## src/rtl/kb_dir_queue.sv

```systemverilog
// kb_dir_queue: PS/2 scan-byte parser feeding a small direction FIFO for the
// snake game. Decodes W/A/S/D, arrow keys and Enter, filters duplicates and
// reversals, and releases one queued direction per game tick.
//
// Event semantics: there is no valid/ready handshake here. A byte is consumed
// exactly once, on the cycle the synchronized GotCode shows a 1->0 transition;
// the game tick `step` is a one-cycle pulse that pops at most one entry, and
// the keyboard side is never back-pressured (rejected keys pulse `drop`).
module kb_dir_queue #(
  parameter int DEPTH = 4,
  parameter int CW    = 3
) (
  input  logic          CLOCK_50,
  input  logic          rst,
  input  logic [7:0]    SC0,
  input  logic          GotCode,
  input  logic          step,
  input  logic          clear,
  output logic [1:0]    dir,
  output logic          start,
  output logic [CW-1:0] pending,
  output logic          drop
);

  localparam int AW = $clog2(DEPTH);

  localparam logic [1:0] ST_IDLE    = 2'd0;
  localparam logic [1:0] ST_EXT     = 2'd1;
  localparam logic [1:0] ST_BRK     = 2'd2;
  localparam logic [1:0] ST_EXT_BRK = 2'd3;

  localparam logic [1:0] DIR_UP    = 2'b00;
  localparam logic [1:0] DIR_DOWN  = 2'b01;
  localparam logic [1:0] DIR_LEFT  = 2'b10;
  localparam logic [1:0] DIR_RIGHT = 2'b11;

  logic          got_q1, got_q2, got_q3;
  logic          byte_evt;
  logic [1:0]    state, state_nxt;
  logic          key_vld, key_start;
  logic [1:0]    key_dir;
  logic [1:0]    mem [DEPTH];
  logic [AW-1:0] wr_ptr, rd_ptr, tail_idx;
  logic [1:0]    ref_dir;
  logic          full, is_dup, is_rev, push, pop, reject;

  // GotCode is asynchronous: two synchronizer stages plus one for edge detect.
  always_ff @(posedge CLOCK_50) begin
    if (!rst) begin
      got_q1 <= 1'b1;
      got_q2 <= 1'b1;
      got_q3 <= 1'b1;
    end else begin
      got_q1 <= GotCode;
      got_q2 <= got_q1;
      got_q3 <= got_q2;
    end
  end

  // Falling edge of the synchronized strobe marks a completed scan byte.
  assign byte_evt = got_q3 & ~got_q2;

  // Prefix tracking and key decode for the current byte event.
  always_comb begin
    state_nxt = state;
    key_vld   = 1'b0;
    key_dir   = DIR_UP;
    key_start = 1'b0;
    if (byte_evt) begin
      case (state)
        ST_IDLE: begin
          case (SC0)
            8'hE0: state_nxt = ST_EXT;
            8'hF0: state_nxt = ST_BRK;
            8'h1D: begin key_vld = 1'b1; key_dir = DIR_UP;    end
            8'h1B: begin key_vld = 1'b1; key_dir = DIR_DOWN;  end
            8'h1C: begin key_vld = 1'b1; key_dir = DIR_LEFT;  end
            8'h23: begin key_vld = 1'b1; key_dir = DIR_RIGHT; end
            8'h5A: key_start = 1'b1;
            default: ;
          endcase
        end
        ST_EXT: begin
          case (SC0)
            8'hF0: state_nxt = ST_EXT_BRK;
            8'hE0: state_nxt = ST_EXT;
            default: begin
              state_nxt = ST_IDLE;
              case (SC0)
                8'h75: begin key_vld = 1'b1; key_dir = DIR_UP;    end
                8'h72: begin key_vld = 1'b1; key_dir = DIR_DOWN;  end
                8'h6B: begin key_vld = 1'b1; key_dir = DIR_LEFT;  end
                8'h74: begin key_vld = 1'b1; key_dir = DIR_RIGHT; end
                default: ;
              endcase
            end
          endcase
        end
        // Byte after F0 (plain or extended) is a break code: consume silently.
        default: state_nxt = ST_IDLE;
      endcase
    end
  end

  // Parser state and the start pulse; clear is a game restart and leaves the
  // parser (and a concurrent Enter) alone.
  always_ff @(posedge CLOCK_50) begin
    if (!rst) begin
      state <= ST_IDLE;
      start <= 1'b0;
    end else begin
      state <= state_nxt;
      start <= key_start;
    end
  end

  // New keys are judged against the last direction the snake will take: the
  // queue tail if anything is queued, else the live direction.
  assign tail_idx = wr_ptr - 1'b1;
  assign ref_dir  = (pending != '0) ? mem[tail_idx] : dir;
  assign full     = (pending == CW'(DEPTH));
  assign is_dup   = (key_dir == ref_dir);
  assign is_rev   = (key_dir == (ref_dir ^ 2'b01));
  assign pop      = step && (pending != '0);
  // A tick in the same cycle frees a slot, so a full queue can still accept.
  assign push     = key_vld && !is_dup && !is_rev && (!full || step);
  assign reject   = key_vld && !is_dup && (is_rev || (full && !step));

  // Queue bookkeeping: pointers, occupancy, applied direction, drop pulse.
  always_ff @(posedge CLOCK_50) begin
    if (!rst) begin
      dir     <= DIR_UP;
      pending <= '0;
      wr_ptr  <= '0;
      rd_ptr  <= '0;
      drop    <= 1'b0;
    end else if (clear) begin
      dir     <= DIR_UP;
      pending <= '0;
      wr_ptr  <= '0;
      rd_ptr  <= '0;
      drop    <= 1'b0;
    end else begin
      drop <= reject;
      if (push) wr_ptr <= wr_ptr + 1'b1;
      if (pop) begin
        dir    <= mem[rd_ptr];
        rd_ptr <= rd_ptr + 1'b1;
      end
      case ({push, pop})
        2'b10:   pending <= pending + 1'b1;
        2'b01:   pending <= pending - 1'b1;
        default: ;
      endcase
    end
  end

  // Queue storage; contents are only meaningful below `pending`, so no reset.
  always_ff @(posedge CLOCK_50) begin
    if (rst && !clear && push) mem[wr_ptr] <= key_dir;
  end

endmodule

```

## config.mk

```make
export PLATFORM = sky130hd
export DESIGN_NAME = kb_dir_queue
export DESIGN_NICKNAME = d
export VERILOG_FILES = /design/src/rtl/kb_dir_queue.sv
export SDC_FILE = /design/constraint.sdc
export NUM_CORES = 1
export LEC_CHECK = 0
export ABC_AREA = 1
export BUFFER_PORTS_ARGS = -buffer_cell sky130_fd_sc_hd__buf_2
export CAP_MARGIN = 40
export CORE_AREA = 2 2 69 71
export CTS_BUF_LIST = sky130_fd_sc_hd__clkbuf_2 sky130_fd_sc_hd__clkbuf_4 sky130_fd_sc_hd__clkbuf_8
export DETAILED_ROUTE_END_ITERATION = 16
export DIE_AREA = 0 0 71 73
export GPL_TIMING_DRIVEN = 0
export PLACE_DENSITY_LB_ADDON = 0.15
export SYNTH_ARGS = -nofsm -noshare
export SYNTH_HDL_FRONTEND = slang
export SYNTH_SLANG_ARGS = --single-unit
```

## constraint.sdc

```tcl
create_clock -name CLOCK_50 -period 4.6 [get_ports CLOCK_50]
set_clock_uncertainty 0.2 [all_clocks]
set_input_delay 0.23 -clock CLOCK_50 [delete_from_list [all_inputs] [get_ports CLOCK_50]]
set_output_delay 0.23 -clock CLOCK_50 [all_outputs]
set_load 0.01 [all_outputs]
```

* Word level (Yosys, flattened, before mapping) *
Memory sizes are Yosys's and may differ from the RTL's. A register that Yosys moved wholly into a read port is not among the register bits.
Cells that the tools add are included.
W data, S select, Z words.

word-level totals
  register bits after elaboration = 14
  memory bits (writable) = 8
  memories kept = 1

memory list
  memory  words  width  rd ports  clocked after Yosys merged registers in  wr ports  RTL line  text
  mem     4      2      2         1                                        1         42        logic [1:0] mem [DEPTH];

cells by class
  add/sub/neg operators = 5
  eq/ne operators = 18
  multiplexer cells = 18
  bitwise operators = 4
  reduce and logical (&&, ||, !) cells = 24

operators by type and width
  cell                   number
  $eq A8 B7 Y1 const B   5
  $eq A8 B5 Y1 const B   3
  $eq A8 B8 Y1 const B   2
  $pmux W2 S2            4
  $pmux W2 S3            2
  $eq A8 B6 Y1 const B   1
  $logic_and A1 B1 Y1    8
  $reduce_or A4 Y1       2
  $mux W1                7
  $mux W2                3
  $pmux W3 S2            1
  $logic_not A1 Y1       5
  $add A2 B1 Y2 const B  2
  $eq A2 B1 Y1 const B   2
  $eq A2 B2 Y1           2
  $reduce_or A2 Y1       2
  $add A3 B1 Y3 const B  1
  $eq A3 B3 Y1 const B   1
  $ne A3 B3 Y1 const B   1
  $not A1 Y1             3
  $reduce_and A3 Y1      1
  $reduce_bool A3 Y1     1
  $sub A3 B1 Y3 const B  1
  $eq A2 B2 Y1 const B   1
  7 further kinds        8

* Depth between registers and ports, before layout *
Gate-level depths: netlist of run 1.

  depth after elaboration = 13
  depth in mapped cells = 22

* Least setup slack after synthesis of run 1 *
No wires, ideal clock.

  path type = reg2reg
  start = register wr_ptr[0]
  end = register pending[2]
  setup time = 0.122 ns
  arrival = 2.604 ns
  slack = 1.674 ns
  cell stages (with the launch flop) = 23
  buffers on the path = 1
  clock period less this slack = 2.926 ns
  path through = dfxtp_1 -> buf_2 -> inv_1 -> ha_1 -> inv_1 -> a21oi_1 -> o21ai_0 -> nand3_1 -> nand2_1 -> inv_1 -> nand2_2 -> nand2_2 -> nand2_1 -> nand2_2 -> nor2_4 -> inv_1 -> ha_1 -> inv_1 -> fa_1 -> a21oi_1 -> o21ai_0 -> o21ai_0 -> a21oi_1

between the ends
  longest elaborated chain between the ends = 10
  elaborated cells on any way between the ends = 15
  those cells by class = add/sub (1); eq/ne (4); mux (2); bitwise (1); reduce/logical (6); memory (1)

RTL lines
  element                                                  RTL line  text
  from (decl)                                              43        logic [AW-1:0] wr_ptr, rd_ptr, tail_idx;
  from (signal assigned)                                   145       if (push) wr_ptr <= wr_ptr + 1'b1;
  $sub A2 B1 Y2 (*)                                        119       assign tail_idx = wr_ptr - 1'b1;
  named net tail_idx[0]                                    43
  $mem_v2 Z4 W2 (*)                                        --
  $mux W2 (*)                                              120       assign ref_dir = (pending != '0) ? mem[tail_idx] : dir;
  $eq A2 B2 Y1 or $not A1 Y1 (tied branches)               --
  $logic_not A1 Y1 or $eq A2 B2 Y1 (tied branches)         126, 123
  $logic_and A1 B1 Y1 or $logic_not A1 Y1 (tied branches)  126       assign push = key_vld && !is_dup && !is_rev && (!full || step);
  $logic_and A1 B1 Y1 (*) (2 in a row)                     126
  $eq A2 B1 Y1 or $eq A2 B2 Y1 (tied branches)             150       case ({push, pop})
  $pmux W3 S2 or $reduce_bool A2 Y1 (tied branches)        --
  to (signal assigned)                                     151       2'b10: pending <= pending + 1'b1;
  to (signal assigned)                                     152       2'b01: pending <= pending - 1'b1;
  to (decl)                                                21        output logic [CW-1:0] pending,

The timed path passes the listed nets; every way through them passes the cells marked *.
A chain may end at the register's enable or synchronous reset.

* Worst setup path in the final report of run 1 *
Ends and elaborated chain as after synthesis.

==> results of run 1 <==
-- how the worst min path moves through the flow --
stage	start	endpoint	slack [ps]	cells past startpoint
after CTS	clear	dir[1]$_SDFFE_PP0P_	50	4
after global routing	SC0[4]	state[1]$_SDFFE_PN0P_	60	3
after floorplan	rst	got_q3$_SDFF_PN1_	100	1
final	clear	dir[1]$_SDFFE_PP0P_	70	4
after global placement	got_q1$_SDFF_PN1_	got_q2$_SDFF_PN1_	200	1
after detailed placement	got_q1$_SDFF_PN1_	got_q2$_SDFF_PN1_	210	1
-- final cells by class --
type	instances	area [um^2]
fillers	479	2796
repair buffers	21	115.1
clock inverters	1	30.03
clock buffers	3	41.29
flip-flops and latches	24	560.5
inverters	37	138.9
plain buffers	3	13.76
well taps	54	67.56
multi-input cells	153	772.0
-- sequential cells by signal (all words and copies together) (netlist names) --
name	count
wr_ptr	2
drop	1
start	1
pending	3
dir	2
got_q2	1
mem	8
rd_ptr	2
got_q3	1
got_q1	1
state	2
-- critical path: cells and delay by family, from the launching register on --
kind            cells  cell delay (ps)
compound gates      4              460
fa+ha+maj           3              820
buf+inv             6              650
flops               1              360
simple gates        8              620
-- per-stage QoR --
stage	utilization	total power, uW	instances
finish	0.3834	431.9	296
global route	0.3834	453.0	296
CTS	0.3834	439.1	296
detailed placement	0.3633	251.4	290
global placement	0.3633	251.4	290
floorplan	-	240.0	217
-- cells in the final DEF (no fill, tap or decap), types with 2 or more instances in the layout --
| cell | count |
|---|---|
| nand2_2 | 10 |
| dfxtp_1 | 16 |
| edfxtp_1 | 8 |
| a21oi_1 | 11 |
| a31oi_1 | 2 |
| ha_1 | 5 |
| nor2_4 | 2 |
| dlygate4sd3_1 | 2 |
| o21ai_0 | 14 |
| o211ai_1 | 3 |
| nor4_1 | 2 |
| nor2_1 | 27 |
| nand3_1 | 13 |
| buf_2 | 21 |
| nor2_2 | 5 |
| inv_1 | 37 |
| clkbuf_8 | 3 |
| nand2_1 | 53 |
| or2_2 | 2 |
-- cells by family (layout without fill, tap and decap cells) --
family | Yosys count | in the layout | share of synthesized area
buffers and inverters | 40 | 65 | 0.1028
AND/OR/NAND/NOR | 117 | 117 | 0.3564
adder cells (fa/ha/maj) | 6 | 6 | 0.05560
flip-flops | 24 | 24 | 0.3774
AO/OA/AOI/OAI | 30 | 30 | 0.1078
-- what timing repair did --
| item | 4_1_cts | 5_1_grt |
|---|---|---|
| hold endpoints to repair | 2 | 0 |
| hold buffers | 2 | 0 |
| setup buffers | 0 | 0 |
-- routing by layer --
metal	global-route usage	vias up	routed length [um]
met5	0	-	0
met4	0.02516	0	10
met3	0.03453	4	120
met2	0.1963	26	1312
met1	0.1693	567	1528
li1	-	731	-
-- power breakdown --
group	leakage (uW)	switching, uW	internal, uW	total, uW
logic	0.000553	18.1	10.4	28.6
clock network	0.0000357	67.8	116	184
registers	0.000204	0.505	219	219
total	0.000793	86.4	345	432
==> results.sh, run 1 <==
export IMPL_run_status="finished clean"
export IMPL_synth_area_leaders="dfxtp_1 (22%), edfxtp_1 (16%), nand2_1 (13%)"
export IMPL_synth_edff_count=8
export IMPL_tightest_slew_ps=391.4
export IMPL_drive_above_1_share=0.1860
export IMPL_die_x_um=71
export IMPL_clock_path_buffers=2
export IMPL_overflow=0
export IMPL_viasPerCell=4.486
export IMPL_synth_commonest_cells="nand2_1 (53), inv_1 (37), nor2_1 (27), dfxtp_1 (16), o21ai_0 (14)"
export IMPL_rr_worst_depth=21
export IMPL_syn_nets=236
export IMPL_crit_path_cell_trace="buf_2 -> inv_1 -> ha_1 -> inv_1 -> nand3_1 -> nand3_1 -> nand2_1 -> inv_1 -> nand3_1 -> nand2_1 -> nand2_1 -> nand2_2 -> nor2_4 -> inv_1 -> ha_1 -> inv_1 -> fa_1 -> a21oi_1 -> o21ai_0 -> o21ai_0 -> a21oi_1"
export IMPL_hold_slack_ps=66.33
export IMPL_worst_path_max_fanout=9
export IMPL_place_ws_ps=1343
export IMPL_arrival_ps=3180
export IMPL_die_h_um=73
export IMPL_setup_viol=0
export IMPL_drt_iter0_drc=35
export IMPL_yosysUniqueCellTypes=22
export IMPL_synth_area_mm2=0.001485
export IMPL_cp_endpoint="pending[2]$_SDFFE_PP0P_"
export IMPL_yosysWarnings=0
export IMPL_grt_max_degree=15
export IMPL_required_ps=4570
export IMPL_numCtsBuffers=3
export IMPL_wl_um=2973
export IMPL_grt_pass1_wl_um=5099
export IMPL_cts_tree="done"
export IMPL_cts_resized=0
export IMPL_grt_pass1_vias=1173
export IMPL_htree_levels=1
export IMPL_synth_cells=217
export IMPL_vdd_drop_max_mv=0.1786
export IMPL_dpl_cell_area_mm2=0.001648
export IMPL_initial_core_util=0.3274
export IMPL_r2r_start="wr_ptr[0]$_SDFFE_PP0P_"
export IMPL_critical_path_slowest_cell="fa_1"
export IMPL_max_freq_ghz=0.3107
export IMPL_ant_nets=0
export IMPL_row_count=25
export IMPL_ys_async_sr_fraction=0
export IMPL_drc=0
export IMPL_crit_type="reg -> reg"
export IMPL_finalSetupTns_ps=0
export IMPL_cts_num_sinks=24
export IMPL_core_mm2=0.004536
export IMPL_ys_flop_type="dfxtp_1"
export IMPL_min_period_over_period=0.6996
export IMPL_drtPass1Iterations=4
export IMPL_stdcell_area_mm2=0.001739
export IMPL_seq_area_frac_synth=0.3774
export IMPL_cts_root_buffer="clkbuf_8"
export IMPL_hpwl_um=2465
export IMPL_r2r_setup_slack_ps=1380
export IMPL_dieArea_mm2=0.005183
export IMPL_boundaryPins=20
export IMPL_path_common_cell="inv_1"
export IMPL_nets=262
export IMPL_syn_to_final_growth_pct=17.10
export IMPL_io_buffers=19
export IMPL_yosys_area_top_type="dfxtp_1"
export IMPL_antenna_found_initial=0
export IMPL_synth_top_area_frac=0.2157
export IMPL_worst_slack_ps=1382
export IMPL_timing_rr_end="pending[2]$_SDFFE_PP0P_"
export IMPL_place_congestion=0.7413
export IMPL_vias=1328
export IMPL_start_kind="flip-flop"
export IMPL_crit_start="wr_ptr[0]$_SDFFE_PP0P_"
export IMPL_maxSlewHeadroom=0.7366
export IMPL_ys_ff_latch=24
export IMPL_rsz0062_at_grt="false"
export IMPL_clk_pin_slew_ps=90
export IMPL_powerDensity_mw_per_mm2=248.3
export IMPL_diodes=0
export IMPL_hp_class="in -> reg"
export IMPL_finalHoldViolations=0
export IMPL_grt_total_usage=0.1237
export IMPL_yosysMostFrequentCell="nand2_1"
export IMPL_slew_viol_final=0
export IMPL_p_leak_uw=0.0007927
export IMPL_worst_skew_pair_late_latency_ps=270
export IMPL_endpoint_kind="flip-flop"
export IMPL_layout_min_cycle_time_ps=3218
export IMPL_syn_area_per_cell_um2=6.844
export IMPL_wire_per_inst_um=10.04
export IMPL_critPathMaxStageDelay_ps=370
export IMPL_drv_cap=0
No activity file was read; power rests on OpenSTA's default activity.
==> run 2: changes to the inputs <==
Settings changed: ABC_AREA 1 to 0, CORE_AREA 2 2 69 71 to 2 2 68 70, DIE_AREA 0 0 71 73 to 0 0 70 72.
Clock period 4.6 ns to 2.61 ns, I/O delays scaled along.
==> run 2 against run 1 <==
Net effect: the run now ends with setup timing left; cell area increased by 10%; first-iteration DRC count decreased by 5.7%; total power increased by 54%; synthesized cell count decreased by 35%; sequential share of layout area decreased by 2.3 points; flip-flop and latch count unchanged; combinational power increased by 110%; non-clock buffer count increased by 17; register-to-register slack got worse by 1500 ps; via count decreased by 8.7%; largest cell class unchanged.
==> results.sh, run 2 <==
export IMPL_run_status="finished, violations left"
export IMPL_violations="setup timing"
export IMPL_antenna_found_initial=0
export IMPL_die_x_um=70
export IMPL_ant_nets=0
export IMPL_wl_met3_um=83
export IMPL_final_common_cell="buf_2"
export IMPL_vdd_drop_max_mv=0.1675
export IMPL_yosysMostFrequentCell="dfxtp_1"
export IMPL_drtPass1Iterations=4
export IMPL_dr_wl_met2_um=1641
export IMPL_worst_skew_pair_late_latency_ps=270
export IMPL_clkPwrFrac=0.335
export IMPL_row_count=24
export IMPL_finalHoldViolations=0
export IMPL_synth_commonest_cells="dfxtp_1 (16), nand2_1 (11), a21oi_1 (10), nor2_1 (10)"
export IMPL_seqPwrFrac=0.575
export IMPL_ys_flop_type="dfxtp_1"
export IMPL_r2r_start="wr_ptr[0]$_SDFFE_PP0P_"
export IMPL_drive_above_1_share=0.3934
export IMPL_synth_cells=141
export IMPL_p_int_uw=517.5
export IMPL_clk_pin_slew_ps=80
export IMPL_cts_num_sinks=24
export IMPL_grt_pass1_wl_um=5568
export IMPL_die_h_um=72
export IMPL_maxSlewHeadroom=0.6540
export IMPL_grt_pass1_vias=1240
export IMPL_arrival_ps=2770
export IMPL_max_freq_ghz=0.3612
export IMPL_yosysWarnings=0
export IMPL_hold_slack_ps=16.82
export IMPL_hpwl_um=2335
export IMPL_clock_path_buffers=2
export IMPL_yosysUniqueCellTypes=46
export IMPL_holdCritStartpoint="SC0[2]"
export IMPL_wire_per_inst_um=13.73
export IMPL_dieArea_mm2=0.005040
export IMPL_finalNonFillerCells=235
export IMPL_sw_frac_of_total=0.2245
export IMPL_required_ps=2620
export IMPL_grt_max_degree=14
export IMPL_diodes=0
export IMPL_routed_top_layer="met4"
export IMPL_crit_type="reg -> reg"
export IMPL_slew_viol_final=0
export IMPL_ys_ff_latch=24
export IMPL_worst_slack_ps=-158.6
export IMPL_initial_core_util=0.3395
export IMPL_io_buffers=17
export IMPL_htree_levels=1
export IMPL_powerDensity_mw_per_mm2=348.8
export IMPL_numCtsBuffers=3
export IMPL_hp_class="in -> reg"
export IMPL_overflow=0
export IMPL_setup_viol=2
export IMPL_start_kind="flip-flop"
export IMPL_nets=203
export IMPL_cts_tree="done"
export IMPL_yosys_area_top_type="dfxtp_1"
export IMPL_dp_cells=210
export IMPL_seq_area_frac_synth=0.3872
export IMPL_synth_area_mm2=0.001448
export IMPL_syn_area_per_cell_um2=10.27
export IMPL_ys_async_sr_fraction=0
export IMPL_top_register="mem"
export IMPL_synth_edff_count=8
export IMPL_wl_met1_um=1461
export IMPL_endpoint_kind="flip-flop"
export IMPL_synth_area_leaders="dfxtp_1 (22%), edfxtp_1 (17%), mux4_2 (6.2%)"
export IMPL_largest_reg_flops=8
export IMPL_holdPathStages=3
export IMPL_timing_rr_end="pending[2]$_SDFFE_PP0P_"
export IMPL_min_to="start$_SDFF_PN0_"
export IMPL_syn_to_final_growth_pct=32.15
export IMPL_p_leak_uw=0.0006978
export IMPL_rsz0062_at_grt="true"
export IMPL_drv_cap=0
export IMPL_mostFrequentLayoutCells="buf_2 (17), buf_4 (15), dfxtp_1 (12), nand2_1 (10), a21oi_1 (10)"
export IMPL_drt_iter0_drc=33
export IMPL_reg_largest_list="mem x8, pending x3"
export IMPL_min_period_over_period=1.061
export IMPL_core_mm2=0.004264
export IMPL_cts_root_buffer="clkbuf_8"
export IMPL_final_util=0.4487
export IMPL_drc=0
export IMPL_syn_nets=160
export IMPL_grt_total_usage=0.1377
export IMPL_place_congestion=0.7678
export IMPL_tightest_slew_ps=519.0
export IMPL_p_sw_uw=149.8
export IMPL_combPwrFrac=0.090
export IMPL_wl_um=3226
export IMPL_viasPerCell=5.157
export IMPL_synth_top_area_frac=0.2213
export IMPL_r2r_setup_slack_ps=-160
export IMPL_boundaryPins=20
export IMPL_rr_worst_depth=12
export IMPL_layout_min_cycle_time_ps=2769
export IMPL_worst_path_max_fanout=3
export IMPL_place_ws_ps=-322.2
export IMPL_vias=1212
==> run 2: how the worst max path moves through the flow <==
stage	startpoint	to	slack, ps
CTS	state[1]$_SDFFE_PN0P_	pending[2]$_SDFFE_PP0P_	-140
global placement	state[1]$_SDFFE_PN0P_	pending[2]$_SDFFE_PP0P_	-280
global route	wr_ptr[0]$_SDFFE_PP0P_	pending[2]$_SDFFE_PP0P_	-240
floorplan	state[1]$_SDFFE_PN0P_	pending[2]$_SDFFE_PP0P_	-190
detailed placement	state[1]$_SDFFE_PN0P_	pending[2]$_SDFFE_PP0P_	-320
finish	wr_ptr[0]$_SDFFE_PP0P_	pending[2]$_SDFFE_PP0P_	-160
==> run 2: metrics by stage <==
stage	instance area (um^2)	total power, uW	TNS, ps
final	1913	667.3	-261.8
after global routing	1913	694.7	-417.5
after CTS	1897	673.5	-237.3
after detailed placement	1659	444.5	-535.9
after global placement	1659	443.0	-443.0
after floorplan	1509	423.5	-247.1
==> run 2: critical path, cell delays in order, from the launching register on <==
cell	delay (ps)
dfxtp_4	370
inv_2	60
ha_4	280
mux4_2	320
mux2i_4	210
xor2_2	120
nand2_2	90
ha_4	130
inv_2	30
fa_2	320
xor2_1	150
or3_1	320
a21oi_1	120
==> run 2: power groups by stage <==
stage          combinational, uW  clock [uW]  sequential, uW
2_1_floorplan               29.3           0             394
3_3_place_gp                48.3           0             395
3_5_place_dp                49.7           0             395
4_1_cts                     59.3         231             384
5_1_grt                     65.9         245             384
6_report                    60.1         224             384
==> run 2: area by class of cell <==
class / instances / area (um^2)
Sequential cell: 24 / 573.1
Multi-Input combinational cell: 106 / 907.1
Inverter: 8 / 30.03
Buffer: 3 / 32.53
Timing Repair Buffer: 38 / 260.3
Clock buffer: 3 / 41.29
Fill cell: 417 / 2351
Clock inverter: 1 / 3.754
Tap cell: 52 / 65.06
==> run 2: logic make-up (layout without fill, tap and decap cells) <==
kind of cell               Yosys count  count (layout)  share of synthesized area
xor gates and xnor gates             8               8                    0.05359
and+or+nand+nor                     63              63                     0.2749
AOI/OAI and AO/OA                   23              23                     0.1081
buffers and inverters               11              53                    0.04322
adders and majority gates            6               6                    0.05704
DFF                                 24              24                     0.3872
muxes                                6               6                    0.07606
==> run 2: what timing repair did <==
action | 4_1_cts | 5_1_grt
resized for setup | 6 | 2
endpoints found under the setup margin | 2 | 2
pin swaps | 10 | 6
hold buffers | 7 | 0
hold endpoints to repair | 7 | 0
buffers inserted | 13 | 1
==> run 2: routing by layer <==
layer	global-route usage	up-vias
met5	0	-
met4	0.05769	0
met3	0.01944	5
met2	0.2444	27
met1	0.1684	586
li1	-	594
==> run 3: changes to the inputs <==
==> constraint.sdc (replaced) <==
create_clock -name CLOCK_50 -period 2.61 [get_ports CLOCK_50]
set_clock_uncertainty 0.2 [all_clocks]
set_input_delay 0.522 -clock CLOCK_50 [delete_from_list [all_inputs] [get_ports CLOCK_50]]
set_output_delay 0.522 -clock CLOCK_50 [all_outputs]
set_load 0.01 [all_outputs]
==> run 3 against run 2 <==
Net effect: maximum frequency increased by 1.6%; hold slack improved by 200 ps; clock power increased by 46%; sequential power about the same; largest power group unchanged; first-iteration DRC count increased by 91%; die area unchanged; worst setup slack improved by 44 ps; critical path depth unchanged; combinational power decreased by 4.8%; cell area decreased by 0.92%; the run still ends with setup timing left; core utilization decreased by 0.41 points.
==> results.sh, run 3 (synthesized netlist as in run 2, its figures left out) <==
export IMPL_cts_root_buffer="clkbuf_8"
export IMPL_boundaryPins=20
export IMPL_hpwl_um=2263
export IMPL_die_h_um=72
export IMPL_die_x_um=70
export IMPL_grt_total_usage=0.1335
export IMPL_run_status="finished, violations left"
export IMPL_min_period_over_period=1.044
export IMPL_slew_viol_final=0
export IMPL_antenna_found_initial=0
export IMPL_drv_cap=0
export IMPL_row_count=24
export IMPL_dp_cells=210
export IMPL_finalHoldViolations=0
export IMPL_final_common_cell="buf_4"
export IMPL_maxSlewHeadroom=0.6860
export IMPL_worst_skew_pair_late_latency_ps=270
export IMPL_dieArea_mm2=0.005040
export IMPL_p_leak_uw=0.0006888
export IMPL_violations="setup timing"
export IMPL_cts_tree="done"
export IMPL_setup_viol=2
export IMPL_hp_class="reg -> reg"
export IMPL_start_kind="flip-flop"
export IMPL_drive_above_1_share=0.4261
export IMPL_numCtsBuffers=3
export IMPL_vias=1167
export IMPL_clock_path_buffers=2
export IMPL_clk_pin_slew_ps=90
export IMPL_wire_per_inst_um=13.49
export IMPL_place_ws_ps=-637.7
export IMPL_postCtsHoldBufs=0
export IMPL_drc=0
export IMPL_overflow=0
export IMPL_place_congestion=0.7949
export IMPL_core_mm2=0.004264
export IMPL_diodes=0
export IMPL_initial_core_util=0.3395
export IMPL_rsz0062_at_grt="true"
export IMPL_grt_pass1_vias=1213
export IMPL_r2r_setup_slack_ps=-110
export IMPL_vdd_drop_max_mv=0.3178
export IMPL_io_buffers=17
export IMPL_crit_type="reg -> reg"
export IMPL_powerDensity_mw_per_mm2=405.0
export IMPL_layout_min_cycle_time_ps=2724
export IMPL_dpl_cell_area_mm2=0.001647
export IMPL_drt_iter0_drc=63
export IMPL_grt_pass1_wl_um=5437
export IMPL_finalNonFillerCells=228
export IMPL_tightest_slew_ps=469.8
export IMPL_drtPass1Iterations=4
export IMPL_required_ps=2620
export IMPL_endpoint_kind="flip-flop"
export IMPL_top_register="mem"
export IMPL_total_power_uw=767.8
export IMPL_syn_to_final_growth_pct=30.94
export IMPL_reg_largest_list="mem x8, pending x3"
export IMPL_worst_path_max_fanout=3
export IMPL_stdcell_area_mm2=0.001896
export IMPL_worst_slack_ps=-114.3
export IMPL_ant_nets=0
export IMPL_cts_num_sinks=24
export IMPL_arrival_ps=2740
export IMPL_htree_levels=1
export IMPL_max_freq_ghz=0.3671
export IMPL_wl_um=3076
export IMPL_largest_reg_flops=8
export IMPL_nets=196
export IMPL_grt_max_degree=15
export IMPL_viasPerCell=5.118
export IMPL_mostFrequentLayoutCells="buf_4 (15), buf_2 (14), dfxtp_1 (12), nand2_1 (10), a21oi_1 (9)"
[run 3: changes by cell type in the layout (fill, tap and decap cells not counted), sizes merged]
cell	delta
clkinv	-1
bufinv	+1
dlygate4sd3	-7
[run 3: what timing repair did]
item                       CTS  global route
pin swaps                   13             1
buffers inserted            12             2
gates resized for setup     16             4
setup endpoints to repair    3             2
cloned                       0             0
[run 3: cell type report]
type | instances | area (um^2)
Buffer | 3 | 36.28
Timing Repair Buffer | 31 | 205.2
Tap cell | 52 | 65.06
Multi-Input combinational cell | 106 | 917.1
Fill cell | 427 | 2369
Inverter | 8 | 30.03
Clock inverter | 1 | 30.03
Sequential cell | 24 | 570.5
Clock buffer | 3 | 41.29
[run 3: worst max-delay path: stages, from the launching register on]
cell	delay [ps]
dfxtp_4	350
inv_2	50
ha_4	280
mux4_2	310
mux2i_4	200
xor2_2	110
nand2_2	100
ha_4	130
inv_2	30
fa_2	320
xor2_1	150
or3_1	300
a21oi_1	140
[run 3: where the power goes]
part / switching [uW] / internal [uW] / total [uW]
clock network: 121 / 205 / 326
logic: 30.1 / 27.2 / 57.2
registers: 1.03 / 383 / 384
[run 3: per-stage QoR]
step                      TNS [ps]  utilization  hold slack, ps
final                       -171.6       0.4445           219.7
after global routing        -495.2       0.4445           226.0
after CTS                   -231.9       0.4375           229.9
after detailed placement     -2408       0.3862           207.1
after global placement       -2296       0.3862           203.2
after floorplan             -704.0            -           186.3
[run 3: metal layers]
| layer | vias to the layer above | GRT usage | part of all wire |
|---|---|---|---|
| met5 | - | 0 | 0 |
| met4 | 0 | 0.01923 | 0 |
| met3 | 0 | 0.03750 | 0.042 |
| met2 | 26 | 0.2370 | 0.49 |
| met1 | 560 | 0.1667 | 0.47 |
| li1 | 581 | - | - |
[run 3: path summary, 6_finish.rpt]
kind,start,end,cells past startpoint
max reg2reg,wr_ptr[0]$_SDFFE_PP0P_,pending[2]$_SDFFE_PP0P_,12
min reg2reg,got_q1$_SDFF_PN1_,got_q2$_SDFF_PN1_,1
min,got_q1$_SDFF_PN1_,got_q2$_SDFF_PN1_,1
max,wr_ptr[0]$_SDFFE_PP0P_,pending[2]$_SDFFE_PP0P_,12
